File: config.mk
export PLATFORM = sky130hd
export DESIGN_NAME = redmule_mx_multifmt_decoder
export DESIGN_NICKNAME = d
export VERILOG_FILES = /design/src/rtl/redmule_mx_pkg.sv /design/src/rtl/redmule_mx_elem_cvt.sv /design/src/rtl/redmule_mx_multifmt_decoder.sv
export SDC_FILE = /design/constraint.sdc
export NUM_CORES = 1
export LEC_CHECK = 0
export CORE_MARGIN = 2
export CORE_UTILIZATION = 35
export DETAILED_ROUTE_END_ITERATION = 6
export PLACE_DENSITY = 0.6
export SYNTH_ARGS = -nofsm -noshare
export SYNTH_HDL_FRONTEND = slang
export SYNTH_SLANG_ARGS = --single-unit
File: constraint.sdc
create_clock -name clk_i -period 7.6 [get_ports clk_i]
set_input_delay 0.76 -clock clk_i [delete_from_list [all_inputs] [get_ports clk_i]]
set_output_delay 0.76 -clock clk_i [all_outputs]
set_load 0.01 [all_outputs]
File: src/rtl/redmule_mx_pkg.sv
// Shared types and constants for the RedMulE MX multi-format decoder.
// Covers the FP8 element formats, E8M0 scale encoding and FP16 output encoding.
package redmule_mx_pkg;

  typedef enum logic {
    MX_E4M3 = 1'b0,
    MX_E5M2 = 1'b1
  } mx_fmt_e;

  localparam logic [4:0] E4M3_BIAS = 5'd7;
  localparam logic [4:0] E5M2_BIAS = 5'd15;

  localparam logic [7:0]        E8M0_NAN    = 8'hFF;
  localparam logic signed [9:0] E8M0_BIAS_S = 10'sd127;

  localparam logic [15:0] FP16_QNAN = 16'h7E00;
  localparam logic [15:0] FP16_INF  = 16'h7C00;

  // Exponent arithmetic runs at 10-bit signed width throughout.
  localparam logic signed [9:0] FP16_BIAS = 10'sd15;
  localparam logic signed [9:0] FP16_EMAX = 10'sd15;
  localparam logic signed [9:0] FP16_EMIN = -10'sd14;

endpackage

File: src/rtl/redmule_mx_elem_cvt.sv
// Combinational FP8 (E4M3/E5M2) x E8M0 scale -> FP16 converter for one lane.
// Exact: every FP8 mantissa fits in FP16; out-of-range results saturate to Inf or flush to zero.
module redmule_mx_elem_cvt
  import redmule_mx_pkg::*;
(
  input  logic [7:0]  elem_i,
  input  logic [7:0]  scale_i,
  input  mx_fmt_e     fmt_i,
  output logic [15:0] fp16_o
);

  logic              sign;
  logic [4:0]        exp_f;
  logic [2:0]        man_f;
  logic [4:0]        bias;
  logic              is_nan;
  logic              is_inf;
  logic              is_zero;
  logic [1:0]        lead_sh;
  logic [2:0]        frac_sub;
  logic [2:0]        frac_n;
  logic signed [9:0] e_elem;
  logic signed [9:0] e_res;

  // E5M2 mantissa is padded to 3 bits so both formats share one datapath.
  always_comb begin
    sign = elem_i[7];
    if (fmt_i == MX_E5M2) begin
      exp_f  = elem_i[6:2];
      man_f  = {elem_i[1:0], 1'b0};
      bias   = E5M2_BIAS;
      is_nan = (exp_f == 5'h1F) && (man_f != 3'b000);
      is_inf = (exp_f == 5'h1F) && (man_f == 3'b000);
    end else begin
      exp_f  = {1'b0, elem_i[6:3]};
      man_f  = elem_i[2:0];
      bias   = E4M3_BIAS;
      is_nan = (elem_i[6:0] == 7'h7F);
      is_inf = 1'b0;
    end
    is_zero = (exp_f == 5'd0) && (man_f == 3'b000);
  end

  always_comb begin
    lead_sh  = 2'd3;
    frac_sub = 3'b000;
    if (man_f[2]) begin
      lead_sh  = 2'd1;
      frac_sub = {man_f[1:0], 1'b0};
    end else if (man_f[1]) begin
      lead_sh  = 2'd2;
      frac_sub = {man_f[0], 2'b00};
    end
  end

  always_comb begin
    if (exp_f == 5'd0) begin
      e_elem = 10'sd1 - $signed({5'b0, bias}) - $signed({8'b0, lead_sh});
      frac_n = frac_sub;
    end else begin
      e_elem = $signed({5'b0, exp_f}) - $signed({5'b0, bias});
      frac_n = man_f;
    end
    e_res = e_elem + $signed({2'b0, scale_i}) - E8M0_BIAS_S;
  end

  // Zero must be resolved before the range checks: a huge scale must not turn 0 into Inf.
  always_comb begin
    if ((scale_i == E8M0_NAN) || is_nan) begin
      fp16_o = FP16_QNAN;
    end else if (is_inf) begin
      fp16_o = FP16_INF | {sign, 15'b0};
    end else if (is_zero) begin
      fp16_o = {sign, 15'b0};
    end else if (e_res > FP16_EMAX) begin
      fp16_o = FP16_INF | {sign, 15'b0};
    end else if (e_res < FP16_EMIN) begin
      fp16_o = {sign, 15'b0};
    end else begin
      fp16_o = {sign, 5'(e_res + FP16_BIAS), frac_n, 7'b0};
    end
  end

endmodule

File: src/rtl/redmule_mx_multifmt_decoder.sv
// MX block decoder: accepts one FP8 element word plus shared E8M0 scale per handshake
// and streams it out as FP16, NUM_LANES per beat, with a last flag and zero-bubble restart.
module redmule_mx_multifmt_decoder
  import redmule_mx_pkg::*;
#(
  parameter int unsigned DATA_W    = 256,
  parameter int unsigned BITW      = 16,
  parameter int unsigned NUM_LANES = 4
) (
  input  logic                      clk_i,
  input  logic                      rst_ni,
  input  logic                      clear_i,
  input  logic                      fmt_i,
  input  logic                      mx_val_valid_i,
  output logic                      mx_val_ready_o,
  input  logic [DATA_W-1:0]         mx_val_data_i,
  input  logic                      mx_exp_valid_i,
  output logic                      mx_exp_ready_o,
  input  logic [7:0]                mx_exp_data_i,
  output logic                      fp16_valid_o,
  input  logic                      fp16_ready_i,
  output logic [NUM_LANES*BITW-1:0] fp16_data_o,
  output logic                      fp16_last_o,
  output logic                      busy_o
);

  localparam int unsigned NUM_ELEMS = DATA_W / 8;
  localparam int unsigned NUM_BEATS = NUM_ELEMS / NUM_LANES;
  localparam int unsigned BEAT_W    = (NUM_BEATS > 1) ? $clog2(NUM_BEATS) : 1;
  localparam logic [BEAT_W-1:0] LAST_BEAT = BEAT_W'(NUM_BEATS - 1);

  localparam logic [0:0] IDLE   = 1'b0;
  localparam logic [0:0] STREAM = 1'b1;

  if (BITW != 16) begin : g_bitw_chk
    $error("redmule_mx_multifmt_decoder: BITW must be 16 (FP16 output only)");
  end
  if ((DATA_W % 8) != 0) begin : g_dataw_chk
    $error("redmule_mx_multifmt_decoder: DATA_W must be a multiple of 8");
  end
  if ((NUM_ELEMS % NUM_LANES) != 0) begin : g_lanes_chk
    $error("redmule_mx_multifmt_decoder: NUM_ELEMS must be a multiple of NUM_LANES");
  end

  typedef struct packed {
    mx_fmt_e           fmt;
    logic [7:0]        scale;
    logic [DATA_W-1:0] data;
  } mx_blk_t;

  logic [0:0]        state_q, state_d;
  logic [BEAT_W-1:0] beat_q, beat_d;
  mx_blk_t           blk_q, blk_d;

  logic streaming;
  logic last_beat;
  logic beat_fire;
  logic can_accept;
  logic accept;

  logic [NUM_BEATS-1:0][NUM_LANES-1:0][7:0] elems;
  logic [NUM_LANES-1:0][BITW-1:0]           lane_fp16;

  assign streaming = (state_q == STREAM);
  assign last_beat = streaming && (beat_q == LAST_BEAT);
  assign beat_fire = streaming && fp16_ready_i;

  // Each channel's ready depends on the other's valid so both are consumed in the same cycle.
  assign can_accept     = !clear_i && (!streaming || (last_beat && fp16_ready_i));
  assign mx_val_ready_o = can_accept && mx_exp_valid_i;
  assign mx_exp_ready_o = can_accept && mx_val_valid_i;
  assign accept         = can_accept && mx_val_valid_i && mx_exp_valid_i;

  always_comb begin
    state_d = state_q;
    beat_d  = beat_q;
    blk_d   = blk_q;
    if (clear_i) begin
      state_d = IDLE;
      beat_d  = '0;
    end else if (accept) begin
      state_d     = STREAM;
      beat_d      = '0;
      blk_d.fmt   = mx_fmt_e'(fmt_i);
      blk_d.scale = mx_exp_data_i;
      blk_d.data  = mx_val_data_i;
    end else if (beat_fire) begin
      if (last_beat) begin
        state_d = IDLE;
        beat_d  = '0;
      end else begin
        beat_d = beat_q + 1'b1;
      end
    end
  end

  always_ff @(posedge clk_i or negedge rst_ni) begin
    if (!rst_ni) begin
      state_q <= IDLE;
      beat_q  <= '0;
      blk_q   <= '0;
    end else begin
      state_q <= state_d;
      beat_q  <= beat_d;
      blk_q   <= blk_d;
    end
  end

  assign elems = blk_q.data;

  for (genvar l = 0; l < NUM_LANES; l++) begin : g_lane
    redmule_mx_elem_cvt u_cvt (
      .elem_i  (elems[beat_q][l]),
      .scale_i (blk_q.scale),
      .fmt_i   (blk_q.fmt),
      .fp16_o  (lane_fp16[l])
    );
  end

  assign fp16_data_o  = lane_fp16;
  assign fp16_valid_o = streaming;
  assign fp16_last_o  = last_beat;
  assign busy_o       = streaming;

endmodule

---- Word-level counts from Yosys, hierarchy flattened ----
Cells that the tools add are included.
word-level totals
  register bits ........................... 269
  latch bits .............................. 0
  memory bits (writable) .................. 0
  bits in read-only memories .............. 0
  output and inout port bits .............. 69
  memories kept ........................... 0
operators by class
  add/sub/neg operators ................... 22
  multiply operators ...................... 0
  div/mod/pow operators ................... 0
  magnitude comparators ................... 9
  eq/ne operators ......................... 10
  shifts and indexed selects .............. 0
  muxes and demuxes ....................... 71
  bitwise logic cells ..................... 1
  reduce and logical (&&, ||, !) cells .... 46
operators by type and width
  operator                 count
  $mux W15                 16
  $bmux W32 S3             1
  $mux W16                 4
  $mux W3                  20
  $add A10 B9 Y10          4
  $gt A10 B5 Y1 const B    4
  $lt A10 B5 Y1 const B    4
  $mux W10                 4
  $sub A10 B8 Y10 const B  4
  $mux W32                 1
  $eq A7 B7 Y1 const B     4
  $sub A5 B3 Y6            4
  $add A5 B5 Y5 const B    4
  $eq A5 B5 Y1 const B     4
  $logic_not A5 Y1         4
  $mux W5                  4
  $logic_and A1 B1 Y1      19
  $sub A5 B4 Y6            3
  $mux W1                  16
  $logic_not A3 Y1         4
  $eq A8 B8 Y1 const B     1
  $logic_not A2 Y1         4
  $mux W2                  4
  $reduce_bool A2 Y1       4
  11 further kinds         18

---- Logic depth before layout (Yosys ltp) ----
  depth after elaboration ................. 15
  depth in mapped cells ................... 27

---- Cells and area by module ----
Synthesis repeated with hierarchy kept, for this count alone.
unflattened totals
  cell total of the unflattened synthesis .. 1313
  area total of the unflattened synthesis .. 16482.1 µm²
by module, submodules not included
  module                                      instances  cells an instance  area each (µm²)
  redmule_mx_multifmt_decoder                 1          695                11945.2
  redmule_mx_elem_cvt at g_lane[1].u_cvt ...  2          156                1143.6
  redmule_mx_elem_cvt at g_lane[0].u_cvt ...  2          153                1124.8

---- Worst setup path after synthesis ----
No wires, ideal clock.
  kind .................................... register to output
  start ................................... register beat_q[0]
  end ..................................... output port fp16_data_o[57]
  data arrival time ....................... 5.607 ns
  required time ........................... 6.840 ns
  path slack .............................. 1.233 ns
  cell stages (with the launch flop) ...... 25
  path through ............................ dfrtp_1 > buf_6 > buf_12 > buf_8 > buf_4 > buf_2 > buf_4 > mux2_2 > nor2_1 > or2_2 > ha_1 > o21ai_1 > a21o_1 > buf_2 > mux2_2 > ha_1 > ha_1 > fa_1 > a211oi_1 > o21bai_1 > a21o_1 > xnor2_1 > o41ai_2 > nand2b_1 > o31ai_1
between the ends
  cells in the longest elaborated chain, start to end .. 15
  elaborated cells on any way between the ends .. 33
  those cells by class .................... add/sub (4); order compare (2); eq/ne (2); mux (17); reduce/logical (8)
ends and longest elaborated chain
  what                              line                                source
  start: declaration                redmule_mx_multifmt_decoder.sv:52   logic [BEAT_W-1:0] beat_q, beat_d;
  start signal: assignment          redmule_mx_multifmt_decoder.sv:104  beat_q <= beat_d;
  $bmux W32 S3 *                    redmule_mx_multifmt_decoder.sv:113  .elem_i (elems[beat_q][l]),
  $mux W32 (not written as such) *  redmule_mx_multifmt_decoder.sv:113
  $mux W3                           redmule_mx_elem_cvt.sv:28           if (fmt_i == MX_E5M2) begin
  $mux W1                           redmule_mx_elem_cvt.sv:50           end else if (man_f[1]) begin
  $mux W2                           redmule_mx_elem_cvt.sv:47           if (man_f[2]) begin
  $sub A5 B3 Y6                     redmule_mx_elem_cvt.sv:58           e_elem = 10'sd1 - $signed({5'b0, bias}) - $signed({8'b0, lead_sh});
  $mux W10                          redmule_mx_elem_cvt.sv:57           if (exp_f == 5'd0) begin
  $add A10 B9 Y10                   redmule_mx_elem_cvt.sv:64           e_res = e_elem + $signed({2'b0, scale_i}) - E8M0_BIAS_S;
  $sub A10 B8 Y10                   redmule_mx_elem_cvt.sv:64
  $lt A10 B5 Y1                     redmule_mx_elem_cvt.sv:77           end else if (e_res < FP16_EMIN) begin
  $mux W15                          redmule_mx_elem_cvt.sv:77
  $mux W15                          redmule_mx_elem_cvt.sv:75           end else if (e_res > FP16_EMAX) begin
  $mux W15                          redmule_mx_elem_cvt.sv:73           end else if (is_zero) begin
  $mux W15                          redmule_mx_elem_cvt.sv:71           end else if (is_inf) begin
  $mux W16 *                        redmule_mx_elem_cvt.sv:69           if ((scale_i == E8M0_NAN) || is_nan) begin
  end: declaration                  redmule_mx_multifmt_decoder.sv:22   output logic [NUM_LANES*BITW-1:0] fp16_data_o,
Mark *: on every way between the ends. The rest lies on a longest branch, timed or not. The select of a mux whose other input is x is not followed.

---- Final worst setup path ----
  start ................................... register beat_q[0]
  end ..................................... output port fp16_data_o[40]
between the ends
  cells in the longest elaborated chain, start to end .. 15
  elaborated cells on any way between the ends .. 32
  those cells by class .................... add/sub (4); order compare (2); eq/ne (2); mux (16); reduce/logical (8)
ends and longest elaborated chain
  what             line
  $bmux W32 S3 *   redmule_mx_multifmt_decoder.sv:113
  $mux W32 *       --
  $mux W3          redmule_mx_elem_cvt.sv:28
  $mux W1          redmule_mx_elem_cvt.sv:50
  $mux W2          redmule_mx_elem_cvt.sv:47
  $sub A5 B3 Y6    redmule_mx_elem_cvt.sv:58
  $mux W10         redmule_mx_elem_cvt.sv:57
  $add A10 B9 Y10  redmule_mx_elem_cvt.sv:64
  $sub A10 B8 Y10  redmule_mx_elem_cvt.sv:64
  $lt A10 B5 Y1    redmule_mx_elem_cvt.sv:77
  $mux W15         redmule_mx_elem_cvt.sv:77
  $mux W15         redmule_mx_elem_cvt.sv:75
  $mux W15         redmule_mx_elem_cvt.sv:73
  $mux W15         redmule_mx_elem_cvt.sv:71
  $mux W16 *       redmule_mx_elem_cvt.sv:69
Marked as above.

==> impl_metrics.json <==
{
  "grt.total_usage_pct": 20.41,
  "io_buffers": 311,
  "critPathSlowestCell": "clkdlybuf4s50_1",
  "cts_sinks": 269,
  "grt_overflow_total": 0,
  "crit_family": "compound AO/OA/AOI/OAI gates",
  "fin_crit_sh_pct": 95.52,
  "syn_area_um2": 16660,
  "final_common_cell": "nand2_1",
  "powerDensity_nw_per_um2": 333.0,
  "synthAdderAreaFrac_pct": 7.481,
  "die_x_um": 222.2,
  "antenna_found_initial": 4,
  "area_growth_syn_to_layout_pct": 29.44,
  "ys.flop_type": "dfrtp_1",
  "ys_types": 75,
  "p_leak_uw": 0.01030,
  "clkLatencyLatePin_ps": 570,
  "viasPerCell": 5.040,
  "vias": 14280,
  "drv_cap": 0,
  "min_period_ps": 7259,
  "rows": 79,
  "rsz0062_at_grt": "true",
  "crit_type": "register to primary output",
  "finalHoldViolations": 0,
  "finalWeightedCongestion": 0.8643,
  "ir_worst_vdd_uv": 198.6,
  "postRouteAntennaNets": 0,
  "drive_gt1_share_pct": 9.442,
  "crit_chain": "buf_12 -> buf_8 -> mux4_2 -> mux2_2 -> nor2_1 -> a21oi_1 -> ha_1 -> a41oi_1 -> xor2_1 -> nor2_1 -> a21oi_1 -> ha_1 -> ha_1 -> a21o_1 -> a211oi_1 -> a21oi_1 -> xnor2_1 -> o41ai_2 -> buf_4 -> nand2b_1 -> nor4b_2 -> clkdlybuf4s50_1",
  "grt_pass1_vias": 14340,
  "drc": 0,
  "hpwl_um": 37680,
  "finalSetupViolCount": 0,
  "p_total_uw": 7181,
  "critPathCaptureType": "primary output",
  "layout_common_cells": "856 x nand2_1, 308 x clkdlybuf4s50_1, 265 x dfrtp_1, 86 x ha_1, 71 x nor2_1",
  "muxShareOfSynthArea_pct": 12.07,
  "synth_compound_area_share_pct": 7.887,
  "wl_um": 51520,
  "async_flop_share_pct": 100.0,
  "startpoint_type": "register",
  "synthesis.area_per_instance_um2": 8.694,
  "hold_slack_ps": 160.3,
  "multi_input_area_um2": 9303,
  "clockBufferDepth": 3,
  "max_stage_delay_ps": 590,
  "synth_xor_area_share_pct": 2.261,
  "cts_buffers": 30,
  "ys_seq_elements": 269,
  "ctsHoldBuffers": 0,
  "cts_tree": "built",
  "dieArea_um2": 49350,
  "h-tree-depth": 1,
  "clock_skew_ps": 12.04,
  "critPathBufInv": 4,
  "synth_cells": 1916,
  "clockRootBuffer": "clkbuf_16",
  "final-max-slew-violation-count": 0,
  "grt_pass1_wl_um": 80100,
  "cp_max_fo": 31,
  "arrival_ps": 6500,
  "seq_area_um2": 6744,
  "fill_cells": 4569,
  "grt_max_degree": 194,
  "fin_nets": 2566,
  "core-area_um2": 46750,
  "start_util_pct": 35.63,
  "clkTransAtPathRegs_ps": 60,
  "die_h_um": 222.2,
  "synth_edf_count": 0,
  "synthSimpleGateAreaFrac_pct": 24.96,
  "hp-class": "input port to async pin",
  "synth_top_family_by_area": "simple AND/OR/NAND/NOR gates",
  "max_freq_mhz": 137.8,
  "ioPinCount": 340,
  "tightest_slew_ps": 1037,
  "cp.required_ps": 6840,
  "ys.warnings.count": 0,
  "status": "finished, final reports clean",
  "drtIter0Drc": 1007,
  "ys_seq_area_share_pct": 40.41,
  "detailedRoute.firstPassIterationCount": 5,
  "slew_headroom_pct": 30.84,
  "detail_route.wl_per_cell_um": 18.18
}
## flip-flops by register name, summed over array words and instances (netlist names)
name and cells:
busy_o 1, beat_q 3, elems 256, blk_q 9
## worst reg2reg max path, delay by kind of cell (launching register included)
kind | cells | cell delay (ps)
buffers and inverters | 3 | 1080
AND/OR/NAND/NOR | 5 | 1100
adder cells (fa/ha/maj) | 2 | 490
flip-flops | 1 | 520
AO/OA/AOI/OAI | 1 | 90
## layer usage
layer	vias to the layer above	GRT usage [%]	share of wire [%]
met5	-	0	0
met1	6897	29.56	47
met3	71	2.915	5.4
met4	0	5.100	2.2
li1	6904	-	-
met2	406	32.14	45
## synth_stat cells, types with 6 or more instances
cell	n	share of area, %
nand2_1	857	19
dfrtp_1	269	40
ha_1	86	6.5
nor2_1	71	1.6
clkbuf_1	70	1.6
mux4_2	58	7.8
a21oi_1	55	1.7
o21ai_0	49	1.5
inv_1	36	0.81
buf_4	32	1.4
xor2_1	25	1.3
mux2i_1	21	1.3
mux2_2	20	1.4
nor3_1	20	0.60
a21o_1	18	0.81
xnor2_1	18	0.95
nand3_1	16	0.48
a211oi_1	14	0.63
buf_2	12	0.36
a41oi_1	9	0.47
and2_1	9	0.34
nand2b_1	9	0.34
a31oi_1	8	0.30
fa_1	8	0.96
mux4_1	8	1.3
nor2b_1	7	0.26
or2_2	7	0.26
and3_1	6	0.23
buf_6	6	0.41
o21bai_1	6	0.27
## stage by stage
step                setup TNS [ps]  worst slack [ps]  instances  utilization (%)  area, um^2
floorplan                        0              1233       1943                -       16760
CTS                              0             2.408       2818            45.59       21320
detailed placement               0             341.8       2761            43.29       20240
global placement                 0             473.9       2761            43.29       20240
finish                           0             340.8       2833            46.12       21560
global route                -300.0            -58.59       2833            46.12       21560
## cells by family (layout without fill, tap and decap cells)
logic type / Yosys count / after routing
AO/OA/AOI/OAI: 203 / 203
XOR/XNOR: 43 / 43
adder cells (fa/ha/maj): 95 / 95
buffers and inverters: 162 / 443
flip-flops: 269 / 269
multiplexers: 110 / 110
other: 1 / 30
AND/OR/NAND/NOR: 1033 / 1033
## area by class of cell
| cell class | instances | area share, % |
|---|---|---|
| multi-input cells | 1512 | 43.14 |
| flip-flops and latches | 269 | 31.28 |
| repair buffers | 350 | 16.62 |
| clock buffers | 46 | 4.045 |
| well taps | 607 | 3.522 |
| clock inverters | 9 | 0.7079 |
| inverters | 38 | 0.6615 |
| diodes | 2 | 0.02321 |
## report_power, final
part	switching, uW	internal [uW]	leakage (uW)
Combinational	2030	1740	0.00645
Clock	603	921	0.000489
Sequential	179	1710	0.00336
## worst paths after layout
kind | startpoint | end | slack (ps) | cells past startpoint
min in group clk_i | elems[167] | elems[167] | 470 | 2
min | rst_ni | elems[244] | 160 | 1
max in group asynchronous | rst_ni | beat_q[0] | 5880 | 2
max reg2reg | beat_q[0] | elems[53] | 4260 | 11
max | beat_q[0] | fp16_data_o[40] | 340 | 22
min reg2reg | elems[167] | elems[167] | 470 | 2
## what timing repair did
item | in CTS | in global routing
endpoints found under the setup margin | 19 | 28
gates cloned | 0 | 1
pin swaps | 1 | 5
gates resized for setup | 3 | 21
buffers inserted | 2 | 12
No activity file was read; power rests on OpenSTA's default activity.
